**src/rtl/fetch_pc_ctrl.sv**
```systemverilog
`default_nettype none
// ============================================================================
// Module   : fetch_pc_ctrl
// Purpose  : Fetch-stage sequencer. Owns the fetch PC and runs the
//            instruction bus request/response handshake. Picks the next
//            fetch address (PC+4, EX branch/jump redirect, exception entry).
//            Squashes in-flight fetches on a redirect. Holds one
//            instruction for ID while ID stalls.
// Ports    : cpu_clk/cpu_rstn    - clock, synchronous active-low reset
//            br_taken/br_target  - EX-stage taken branch/jump redirect
//            excp_valid/excp_pc  - exception/ertn redirect (wins over branch)
//            id_stall            - ID cannot accept an instruction
//            inst_req/inst_addr  - bus request and address
//            inst_addr_ok        - bus accepted the address
//            inst_data_ok/rdata  - bus response
//            if_valid/if_pc/if_inst - instruction presented to ID
// Revision : 1.0 - initial release
// ============================================================================
module fetch_pc_ctrl #(
  parameter logic [31:0] RESET_PC = 32'h1c00_0000
) (
  input  logic        cpu_clk,
  input  logic        cpu_rstn,
  input  logic        br_taken,
  input  logic [31:0] br_target,
  input  logic        excp_valid,
  input  logic [31:0] excp_pc,
  input  logic        id_stall,
  output logic        inst_req,
  output logic [31:0] inst_addr,
  input  logic        inst_addr_ok,
  input  logic        inst_data_ok,
  input  logic [31:0] inst_rdata,
  output logic        if_valid,
  output logic [31:0] if_pc,
  output logic [31:0] if_inst
);

  typedef enum logic [1:0] {
    S_IDLE = 2'd0,
    S_REQ  = 2'd1,
    S_WAIT = 2'd2,
    S_HOLD = 2'd3
  } state_t;

  state_t      state;
  logic [31:0] fetch_pc;
  logic [31:0] pend_pc;     // where to resume once a squashed fetch drains
  logic        pend_valid;  // redirect seen while the address is not yet accepted
  logic        cancel;      // the outstanding fetch belongs to the old path

  logic        redir;
  logic [31:0] redir_pc;
  logic        consume;

  assign redir    = excp_valid | br_taken;
  assign redir_pc = excp_valid ? excp_pc : br_target;
  assign consume  = if_valid & ~id_stall;

  // The bus address is the fetch PC itself. While a redirect is pending in
  // REQ the fetch PC is left untouched, which keeps the address stable until
  // the bus accepts it.
  assign inst_addr = fetch_pc;

  always_ff @(posedge cpu_clk) begin
    if (!cpu_rstn) begin
      state      <= S_IDLE;
      fetch_pc   <= RESET_PC;
      pend_pc    <= RESET_PC;
      pend_valid <= 1'b0;
      cancel     <= 1'b0;
      inst_req   <= 1'b0;
      if_valid   <= 1'b0;
      if_pc      <= 32'h0;
      if_inst    <= 32'h0;
    end else begin
      // ID took the presented instruction this cycle.
      if (consume) begin
        if_valid <= 1'b0;
      end

      case (state)
        S_IDLE: begin
          state    <= S_REQ;
          inst_req <= 1'b1;
          if (redir) begin
            fetch_pc <= redir_pc;
          end
        end

        S_REQ: begin
          if (inst_addr_ok) begin
            state      <= S_WAIT;
            inst_req   <= 1'b0;
            pend_valid <= 1'b0;
            if (redir) begin
              cancel  <= 1'b1;
              pend_pc <= redir_pc;
            end else begin
              cancel  <= pend_valid;
            end
          end else if (redir) begin
            // Address cannot be withdrawn; remember where to go afterwards.
            pend_pc    <= redir_pc;
            pend_valid <= 1'b1;
          end
        end

        S_WAIT: begin
          if (inst_data_ok) begin
            cancel   <= 1'b0;
            state    <= S_REQ;
            inst_req <= 1'b1;
            if (redir) begin
              fetch_pc <= redir_pc;
            end else if (cancel) begin
              fetch_pc <= pend_pc;
            end else begin
              if_valid <= 1'b1;
              if_pc    <= fetch_pc;
              if_inst  <= inst_rdata;
              fetch_pc <= fetch_pc + 32'd4;
              if (id_stall) begin
                state    <= S_HOLD;
                inst_req <= 1'b0;
              end
            end
          end else if (redir) begin
            cancel  <= 1'b1;
            pend_pc <= redir_pc;
          end
        end

        S_HOLD: begin
          if (redir) begin
            fetch_pc <= redir_pc;
            state    <= S_REQ;
            inst_req <= 1'b1;
          end else if (!id_stall) begin
            state    <= S_REQ;
            inst_req <= 1'b1;
          end
        end

        default: begin
          state    <= S_IDLE;
          inst_req <= 1'b0;
        end
      endcase

      // A redirect flushes whatever is presented, stall or not.
      if (redir) begin
        if_valid <= 1'b0;
      end
    end
  end

endmodule
`default_nettype wire

```
**config.mk**
```make
export PLATFORM = sky130hd
export DESIGN_NAME = fetch_pc_ctrl
export DESIGN_NICKNAME = d
export VERILOG_FILES = /design/src/rtl/fetch_pc_ctrl.sv
export SDC_FILE = /design/constraint.sdc
export NUM_CORES = 1
export LEC_CHECK = 0
export BUFFER_PORTS_ARGS = -buffer_cell sky130_fd_sc_hd__buf_2
export CORE_UTILIZATION = 45
export CTS_CLUSTER_SIZE = 12
export DETAILED_ROUTE_END_ITERATION = 8
export GPL_TIMING_DRIVEN = 0
export PLACE_DENSITY = 0.72
export REMOVE_ABC_BUFFERS = 1
export SYNTH_ARGS = -nofsm -noshare
export SYNTH_HDL_FRONTEND = slang
export SYNTH_SLANG_ARGS = --single-unit
```
**constraint.sdc**
```tcl
create_clock -name cpu_clk -period 3.1 [get_ports cpu_clk]
set_clock_uncertainty 0.15 [all_clocks]
set_input_delay 0.31 -clock cpu_clk [delete_from_list [all_inputs] [get_ports cpu_clk]]
set_output_delay 0.31 -clock cpu_clk [all_outputs]
set_load 0.02 [all_outputs]
```
==> flow_summary.json, run 1 <==
{
  "outcome": "finished clean",
  "clock_path_buffers": 2,
  "timing.setup.critical_path_class": "flip-flop to flip-flop",
  "grt_pass1_vias": 5866,
  "postRouteWirelength_mm": 18.3,
  "detailed_place_hpwl_mm": 11.8,
  "synthesis.area_mm2": 0.00630,
  "die-area_mm2": 0.0145,
  "num-fill-cells": 1240,
  "timing.final.crit_share_pct": 93.8,
  "crit_slowest_cell": "sky130_fd_sc_hd__or3_1",
  "slew_viol_final": 0,
  "global_route.overflow_total": 0,
  "gpl.final_weighted_congestion": 0.798,
  "holdWs_ps": 36.6,
  "endpoint_kind": "flip-flop",
  "transition_time_at_the_pin_with_the_least_slew_margin_ps": 1240,
  "tritoncts": "yes",
  "initial_core_util_pct": 46.8,
  "yosysWarningCount": 0,
  "synth.ff_latch_count": 134,
  "flow.area_growth_from_synthesis_pct": 33.0,
  "synth_seq_area_share_pct": 42.6,
  "timing.critical_path.fanout_max": 29,
  "num_io_pins": 201,
  "clock_latency_ps": 420,
  "place.port_buffers": 200,
  "max-slew-margin-rel_pct": 17.6,
  "cellPowerDensity_mw_per_mm2": 591,
  "ys_top_cells_by_count": "161 x sky130_fd_sc_hd__nand2_1, 134 x sky130_fd_sc_hd__dfxtp_1, 100 x sky130_fd_sc_hd__a21oi_1, 67 x sky130_fd_sc_hd__nor2_1, 41 x sky130_fd_sc_hd__a211oi_1",
  "drive_above_1_share_pct": 26.5,
  "die_y_um": 120,
  "cp.required_ps": 3250,
  "design_area_mm2": 0.00838,
  "synth_edf_count": 0,
  "period_minus_slack_ps": 2910,
  "cp.arrival_ps": 3060,
  "fin_tns_setup_ps": 0,
  "antennaDiodeCount": 0,
  "detailedPlace.worstSlack_ps": -390,
  "achievable-frequency_ghz": 0.344,
  "total_leakage_power_nw": 3.47,
  "finalSetupViolCount": 0,
  "worstPathCellList": "inv_1 -> ha_1 -> or3_1 -> a2111oi_2 -> a22o_1 -> a221o_1",
  "syn-mean-instance-area_um2": 7.93,
  "max_stage_delay_ps": 880,
  "post_drt_via_cell_ratio": 5.46,
  "grt.total_usage_pct": 25.3,
  "chipWidth_um": 120,
  "vias": 6434,
  "num_rows": 42,
  "clkTransAtPathRegs_ps": 60,
  "drt_pass1_iterations": 5,
  "cts_max_level": 4,
  "leading_area_contributor_after_synthesis": "sky130_fd_sc_hd__dfxtp_1",
  "netlist_instances": 795,
  "cts_made_buffers": 17,
  "post_dp_cell_area_mm2": 0.00745,
  "layout_setup_ws_ps": 194,
  "final_core_utilization_pct": 62.3,
  "synthArstFlopShare_pct": 0,
  "yosysMostFrequentCell": "sky130_fd_sc_hd__nand2_1",
  "maximum_number_of_pins_on_one_net_before_global_route_repair": 67,
  "hold_viol_final": 0,
  "synth.top_cell.area_share_pct": 42.6,
  "worst_hold_path_type": "input port to flip-flop",
  "wire_length_of_the_first_global_routing_pass_mm": 29.0,
  "wire_per_inst_um": 15.5,
  "synth.lib_cells_used.distinct": 57,
  "rsz0062_at_grt": "no",
  "clock_sinks": 134,
  "max_cap_viol_count": 0,
  "vdd.ir_drop.worst_uv": 375,
  "layout.nets": 1096,
  "route.detailed.drc": 0,
  "core_area_mm2": 0.0135,
  "drt-initial-drc-count": 394,
  "postRouteAntennaNets": 0,
  "dominantRegCellSynth": "sky130_fd_sc_hd__dfxtp_1",
  "cts_root_buffer": "sky130_fd_sc_hd__clkbuf_16",
  "yosys-top-cells-area": "sky130_fd_sc_hd__dfxtp_1 43%, sky130_fd_sc_hd__nand2_1 9.6%, sky130_fd_sc_hd__a21oi_1 7.9%, sky130_fd_sc_hd__mux2i_1 5.4%, sky130_fd_sc_hd__a211oi_1 4.9%",
  "number_of_antenna_violations_at_the_first_check_in_global_routing": 0,
  "crit_path_start_kind": "flip-flop"
}
==> layout by cell type, fill, tap and decap left out, types with 5 or more instances in the layout <==
| cell type | netlist | final |
|---|---|---|
| sky130_fd_sc_hd__a211oi_1 | 41 | 41 |
| sky130_fd_sc_hd__nor3_1 | 21 | 21 |
| sky130_fd_sc_hd__and4_1 | 6 | 6 |
| sky130_fd_sc_hd__a221oi_1 | 6 | 6 |
| sky130_fd_sc_hd__clkinv_2 | 0 | 7 |
| sky130_fd_sc_hd__buf_2 | 27 | 200 |
| sky130_fd_sc_hd__clkbuf_16 | 0 | 17 |
| sky130_fd_sc_hd__nor2_1 | 67 | 67 |
| sky130_fd_sc_hd__nand3_1 | 17 | 16 |
| sky130_fd_sc_hd__a21oi_1 | 100 | 99 |
| sky130_fd_sc_hd__inv_1 | 6 | 5 |
| sky130_fd_sc_hd__o211ai_1 | 5 | 5 |
| sky130_fd_sc_hd__a31oi_1 | 6 | 6 |
| sky130_fd_sc_hd__o21ai_0 | 37 | 37 |
| sky130_fd_sc_hd__dlygate4sd3_1 | 0 | 32 |
| sky130_fd_sc_hd__xnor2_1 | 6 | 6 |
| sky130_fd_sc_hd__dfxtp_1 | 134 | 133 |
| sky130_fd_sc_hd__nand2_1 | 161 | 161 |
| sky130_fd_sc_hd__mux2i_1 | 34 | 34 |
| sky130_fd_sc_hd__nand4_1 | 8 | 8 |
==> per-stage QoR <==
stage                     total power, mW  cells
final                                4.95   1178
after global routing                 5.17   1178
after detailed placement             2.87   1114
after global placement               2.82   1104
after CTS                            4.97   1178
after floorplan                      2.51    728
==> sequential cells by signal (all words and copies together) (netlist names) <==
register and flops:
if_inst 32, if_pc 32, inst_addr 32, pend_pc 32, state 2, cancel 1
if_valid 1, inst_req 1, pend_valid 1
==> cell type report <==
type	instances	area (um^2)	share of cell area, %
Multi-Input combinational cell	588	3330	39.8
Tap cell	176	220	2.63
Clock buffer	21	450	5.38
Clock inverter	11	155	1.85
Timing Repair Buffer	242	1510	18.0
Inverter	6	25.0	0.299
Sequential cell	134	2680	32.0
==> kinds of logic (layout without fill, tap and decap cells) <==
family          after synthesis  after routing  share of synthesized area, %
compound gates              224            224                          22.1
xor+xnor                      9              9                          1.25
fa+ha+maj                     4              4                         0.794
buf+inv                      73            280                          5.12
flops                       134            134                          42.6
mux                          35             35                          5.58
simple gates                316            316                          22.6
==> report_power, final <==
part / internal [mW] / switching [mW] / total (mW)
clock network: 1.36 / 0.725 / 2.08
registers: 1.85 / 0.164 / 2.01
logic: 0.351 / 0.506 / 0.857
==> layer usage <==
metal,vias to the layer above,wire (um),GRT usage (%)
li1,3218,-,-
met1,2939,8060,32.2
met2,253,8680,41.9
met3,24,1260,5.52
met4,0,313,9.49
met5,-,0,0
==> critical path, delay by kind of cell, from the launching register on <==
family / cells / cell delay, ps
and+or+nand+nor: 1 / 880
AOI/OAI and AO/OA: 3 / 800
adders and majority gates: 1 / 510
DFF: 1 / 380
buffers and inverters: 1 / 60
==> final timing paths <==
kind,start,end,slack [ps],cells past startpoint
worst max register to register,state[0],inst_addr[19],190,6
worst min register to register,if_inst[30],if_inst[30],300,2
worst max-delay path,state[0],inst_addr[19],190,6
worst min-delay path,id_stall,if_valid,40,3
==> what timing repair did <==
item,CTS,global route
hold buffers,32,0
pin swaps,0,0
resized for setup,1,1
setup buffers,0,0
hold endpoints to repair,32,0
endpoints found under the setup margin,5,15
(Power assumes the default switching activity.)
==> run 2, diff against run 1 <==
--- a/config.mk
+++ b/config.mk
@@ -10,8 +10,10 @@
 export CTS_CLUSTER_SIZE = 12
 export DETAILED_ROUTE_END_ITERATION = 8
 export GPL_TIMING_DRIVEN = 0
+export HOLD_SLACK_MARGIN = 0.12
 export PLACE_DENSITY = 0.72
 export REMOVE_ABC_BUFFERS = 1
 export SYNTH_ARGS = -nofsm -noshare
 export SYNTH_HDL_FRONTEND = slang
 export SYNTH_SLANG_ARGS = --single-unit
+export TNS_END_PERCENT = 30
==> flow_summary.json, run 2 (synthesis results as in run 1) <==
{
  "chipWidth_um": 120,
  "clock_latency_ps": 420,
  "drt_pass1_iterations": 5,
  "layout_setup_ws_ps": 195,
  "postRouteWirelength_mm": 18.4,
  "final_core_utilization_pct": 62.9,
  "postRouteAntennaNets": 0,
  "timing.critical_path.fanout_max": 35,
  "clkTransAtPathRegs_ps": 60,
  "timing.setup.critical_path_class": "flip-flop to flip-flop",
  "cts_max_level": 4,
  "crit_path_start_kind": "flip-flop",
  "max-slew-margin-rel_pct": 43.5,
  "maximum_number_of_pins_on_one_net_before_global_route_repair": 67,
  "design_area_mm2": 0.00846,
  "hold_viol_final": 0,
  "num_rows": 42,
  "place.port_buffers": 200,
  "global_route.overflow_total": 0,
  "detailed_place_hpwl_mm": 11.8,
  "gpl.final_weighted_congestion": 0.798,
  "cellPowerDensity_mw_per_mm2": 587,
  "mostFrequentLayoutCell": "sky130_fd_sc_hd__buf_2",
  "grt_pass1_vias": 5905,
  "core_area_mm2": 0.0135,
  "worst_hold_path_type": "input port to flip-flop",
  "cts_post_setup_buffers_inserted": 0,
  "num_io_pins": 201,
  "clock_sinks": 134,
  "cts_made_buffers": 17,
  "timing.final.crit_share_pct": 93.7,
  "max_cap_viol_count": 0,
  "total_leakage_power_nw": 3.50,
  "post_dp_cell_area_mm2": 0.00745,
  "grt.total_usage_pct": 25.5,
  "cp.arrival_ps": 3060,
  "initial_core_util_pct": 46.8,
  "layout.nets": 1103,
  "drt-initial-drc-count": 457,
  "vdd.ir_drop.worst_uv": 375,
  "rsz0062_at_grt": "no",
  "die_y_um": 120,
  "slew_viol_final": 0,
  "number_of_antenna_violations_at_the_first_check_in_global_routing": 0,
  "die-area_mm2": 0.0145,
  "clock_path_buffers": 2,
  "fin_tns_setup_ps": 0,
  "period_minus_slack_ps": 2910,
  "antennaDiodeCount": 0,
  "finalSetupViolCount": 0,
  "flow.area_growth_from_synthesis_pct": 34.2,
  "wire_length_of_the_first_global_routing_pass_mm": 29.1,
  "wire_per_inst_um": 15.6,
  "outcome": "finished clean",
  "route.detailed.drc": 0,
  "endpoint_kind": "flip-flop",
  "achievable-frequency_ghz": 0.344,
  "total_power_mw": 4.97,
  "cp.required_ps": 3260,
  "tritoncts": "yes",
  "detailedPlace.worstSlack_ps": -390,
  "vias": 6482,
  "post_drt_via_cell_ratio": 5.47,
  "drive_above_1_share_pct": 26.5,
  "layout.cells.most_common_list": "199 x sky130_fd_sc_hd__buf_2, 161 x sky130_fd_sc_hd__nand2_1, 133 x sky130_fd_sc_hd__dfxtp_1, 99 x sky130_fd_sc_hd__a21oi_1, 67 x sky130_fd_sc_hd__nor2_1",
  "transition_time_at_the_pin_with_the_least_slew_margin_ps": 847,
  "cts_root_buffer": "sky130_fd_sc_hd__clkbuf_16"
}
## run 2: changes by cell type in the layout (fill, tap and decap cells not counted), sizes merged
cell | previous run | this run
buf | 210 | 209
dlygate4sd3 | 32 | 39
clkbuf | 21 | 22
## run 2: worst paths after layout
kind	from	endpoint	slack, ps	depth (start not counted)
setup / recovery	state[0]	inst_addr[8]	190	7
hold / removal	br_target[2]	pend_pc[2]	130	3
setup reg to reg	state[0]	inst_addr[8]	190	7
hold reg to reg	if_inst[30]	if_inst[30]	300	2
## run 2: cell type report
cell class                 instances  area (um^2)
clock inverter                    11          155
multi-input combinational        588         3340
tap                              176          220
sequential                       134         2680
fill                            1233         4990
inverter                           6         25.0
clock buffer                      21          450
timing repair buffer             249         1580
## run 2: worst max-delay path, cell delays in order, from the launching register on
cell and delay (ps):
sky130_fd_sc_hd__dfxtp_1 380, sky130_fd_sc_hd__inv_1 60, sky130_fd_sc_hd__ha_1 530, sky130_fd_sc_hd__mux2i_1 270, sky130_fd_sc_hd__a21o_4 380, sky130_fd_sc_hd__a221oi_1 350
sky130_fd_sc_hd__dlygate4sd3_1 610, sky130_fd_sc_hd__a21oi_1 60
## run 2: repair_timing
action | in CTS | in global routing
endpoints found under the hold margin | 40 | 0
gates resized for setup | 1 | 4
setup endpoints to repair | 5 | 16
hold buffers | 39 | 0
## run 2: routing by layer
metal | GRT usage, % | up-vias | wire length (um)
met5 | 0 | - | 0
li1 | - | 3238 | -
met4 | 9.49 | 0 | 294
met3 | 5.52 | 20 | 1280
met2 | 42.3 | 234 | 8800
met1 | 32.3 | 2990 | 8070
## run 2: report_power, final
| group | internal (mW) | total [mW] | switching [mW] |
|---|---|---|---|
| combinational | 0.360 | 0.871 | 0.510 |
| clock | 1.36 | 2.08 | 0.726 |
| sequential | 1.85 | 2.01 | 0.164 |
| total | 3.57 | 4.97 | 1.40 |
## run 2: metrics by stage
step | std cells | hold WS (ps)
after floorplan | 728 | 222
after CTS | 1185 | 121
final | 1185 | 132
after global routing | 1185 | 152
after detailed placement | 1114 | 294
after global placement | 1104 | 289
==> run 3, diff against run 2 <==
--- a/config.mk
+++ b/config.mk
@@ -7,6 +7,7 @@
 export LEC_CHECK = 0
 export BUFFER_PORTS_ARGS = -buffer_cell sky130_fd_sc_hd__buf_2
 export CORE_UTILIZATION = 45
+export CTS_BUF_LIST = sky130_fd_sc_hd__clkbuf_8
 export CTS_CLUSTER_SIZE = 12
 export DETAILED_ROUTE_END_ITERATION = 8
 export GPL_TIMING_DRIVEN = 0
==> flow_summary.json, run 3 (synthesis results as in run 1) <==
{
  "holdWs_ps": 130,
  "clkTransAtPathRegs_ps": 80,
  "grt_pass1_vias": 6101,
  "cp.arrival_ps": 3130,
  "achievable-frequency_ghz": 0.344,
  "max_cap_viol_count": 0,
  "vias": 6607,
  "global_route.overflow_total": 0,
  "hold_viol_final": 0,
  "layout_setup_ws_ps": 192,
  "num-fill-cells": 1226,
  "finalSetupViolCount": 0,
  "place.port_buffers": 200,
  "endpoint_kind": "flip-flop",
  "fin_tns_setup_ps": 0,
  "worst_hold_path_type": "input port to flip-flop",
  "dp_cells": 1114,
  "postRouteWirelength_mm": 18.8,
  "cts_made_buffers": 17,
  "max-slew-margin-rel_pct": 16.4,
  "cts_max_level": 4,
  "timing.final.crit_share_pct": 93.8,
  "wire_per_inst_um": 15.5,
  "period_minus_slack_ps": 2910,
  "drt-initial-drc-count": 437,
  "detailed_place_hpwl_mm": 11.8,
  "clock_sinks": 134,
  "num_io_pins": 201,
  "gpl.final_weighted_congestion": 0.798,
  "die-area_mm2": 0.0145,
  "number_of_antenna_violations_at_the_first_check_in_global_routing": 0,
  "cp.required_ps": 3320,
  "core_area_mm2": 0.0135,
  "cts_post_setup_buffers_inserted": 0,
  "layoutNonFillerInstCount": 1217,
  "met2_usage_pct": 43.9,
  "route.detailed.drc": 0,
  "tritoncts": "yes",
  "vdd.ir_drop.worst_uv": 325,
  "drive_above_1_share_pct": 25.6,
  "cts_root_buffer": "sky130_fd_sc_hd__clkbuf_8",
  "slew_viol_final": 0,
  "timing.setup.critical_path_class": "flip-flop to flip-flop",
  "postRouteAntennaNets": 0,
  "crit_slowest_cell": "sky130_fd_sc_hd__dlygate4sd3_1",
  "chipWidth_um": 120,
  "grtUsageMet3_pct": 5.19,
  "clock_path_buffers": 2,
  "r2r_setup_slack_ps": 190,
  "grt.total_usage_pct": 25.8,
  "worstPathCellList": "inv_1 -> ha_1 -> mux2i_1 -> a21o_4 -> a221oi_1 -> dlygate4sd3_1 -> a21oi_1",
  "antennaDiodeCount": 0,
  "mostFrequentLayoutCell": "sky130_fd_sc_hd__buf_2",
  "post_drt_via_cell_ratio": 5.43,
  "outcome": "finished clean",
  "cellPowerDensity_mw_per_mm2": 520,
  "detailedPlace.worstSlack_ps": -390,
  "layout.nets": 1135,
  "drt_pass1_iterations": 5,
  "rsz0062_at_grt": "no",
  "max_stage_delay_ps": 650,
  "use_met1_pct": 32.1,
  "crit_path_start_kind": "flip-flop",
  "maximum_number_of_pins_on_one_net_before_global_route_repair": 67,
  "multiInputGateArea_mm2": 0.00334,
  "layout.cells.most_common_list": "200 x sky130_fd_sc_hd__buf_2, 161 x sky130_fd_sc_hd__nand2_1, 133 x sky130_fd_sc_hd__dfxtp_1, 99 x sky130_fd_sc_hd__a21oi_1, 71 x sky130_fd_sc_hd__dlygate4sd3_1",
  "flow.area_growth_from_synthesis_pct": 36.2,
  "die_y_um": 120,
  "total_leakage_power_nw": 3.56,
  "initial_core_util_pct": 46.8,
  "storage_cell_area_mm2": 0.00268,
  "clock_latency_ps": 450,
  "timing.critical_path.fanout_max": 35,
  "transition_time_at_the_pin_with_the_least_slew_margin_ps": 1250,
  "num_rows": 42,
  "globalRoute.busiestLayer": "met2",
  "wire_length_of_the_first_global_routing_pass_mm": 29.7
}
[run 3: report_power, final]
group,leakage (nW),switching (mW),internal [mW]
combinational,2.23,0.517,0.393
clock,0.229,0.666,0.878
sequential,1.09,0.163,1.85
total,3.56,1.35,3.12
[run 3: repair_timing]
action,CTS,global route
gates cloned,0,0
hold buffers,71,0
setup endpoints to repair,6,15
resized for setup,1,3
endpoints found under the hold margin,59,0
[run 3: worst paths after layout]
path,start,end,depth (start not counted)
setup reg to reg,state[0],inst_addr[8],7
hold / removal,excp_pc[24],pend_pc[24],3
hold reg to reg,if_inst[16],if_inst[16],2
setup / recovery,state[0],inst_addr[8],7
[run 3: layout make-up]
type                            count  share of cell area [%]
Clock buffer                       18                    2.89
Clock inverter                     14                    1.94
Inverter                            6                   0.292
Multi-Input combinational cell    588                    38.9
Sequential cell                   134                    31.3
Tap cell                          176                    2.57
Timing Repair Buffer              281                    22.2
[run 3: metal layers]
layer | share of wire, % | vias to the layer above
li1 | - | 3286
met1 | 44 | 3054
met2 | 48 | 242
met3 | 6.4 | 25
met4 | 1.6 | 0
met5 | 0 | -
[run 3: critical path: cells and delay by family (launching register included)]
kind,cells,cell delay [ps]
AOI/OAI and AO/OA,3,650
adders and majority gates,1,450
muxes,1,470
DFF,1,380
buffers and inverters,2,710
[run 3: per-stage QoR]
| stage | total power, mW | instance area (um^2) | utilization (%) |
|---|---|---|---|
| final | 4.47 | 8580 | 63.8 |
| after global routing | 4.67 | 8580 | 63.8 |
| after CTS | 4.47 | 8580 | 63.7 |
| after global placement | 2.82 | 7220 | 53.7 |
| after detailed placement | 2.87 | 7450 | 55.4 |
| after floorplan | 2.51 | 6000 | - |
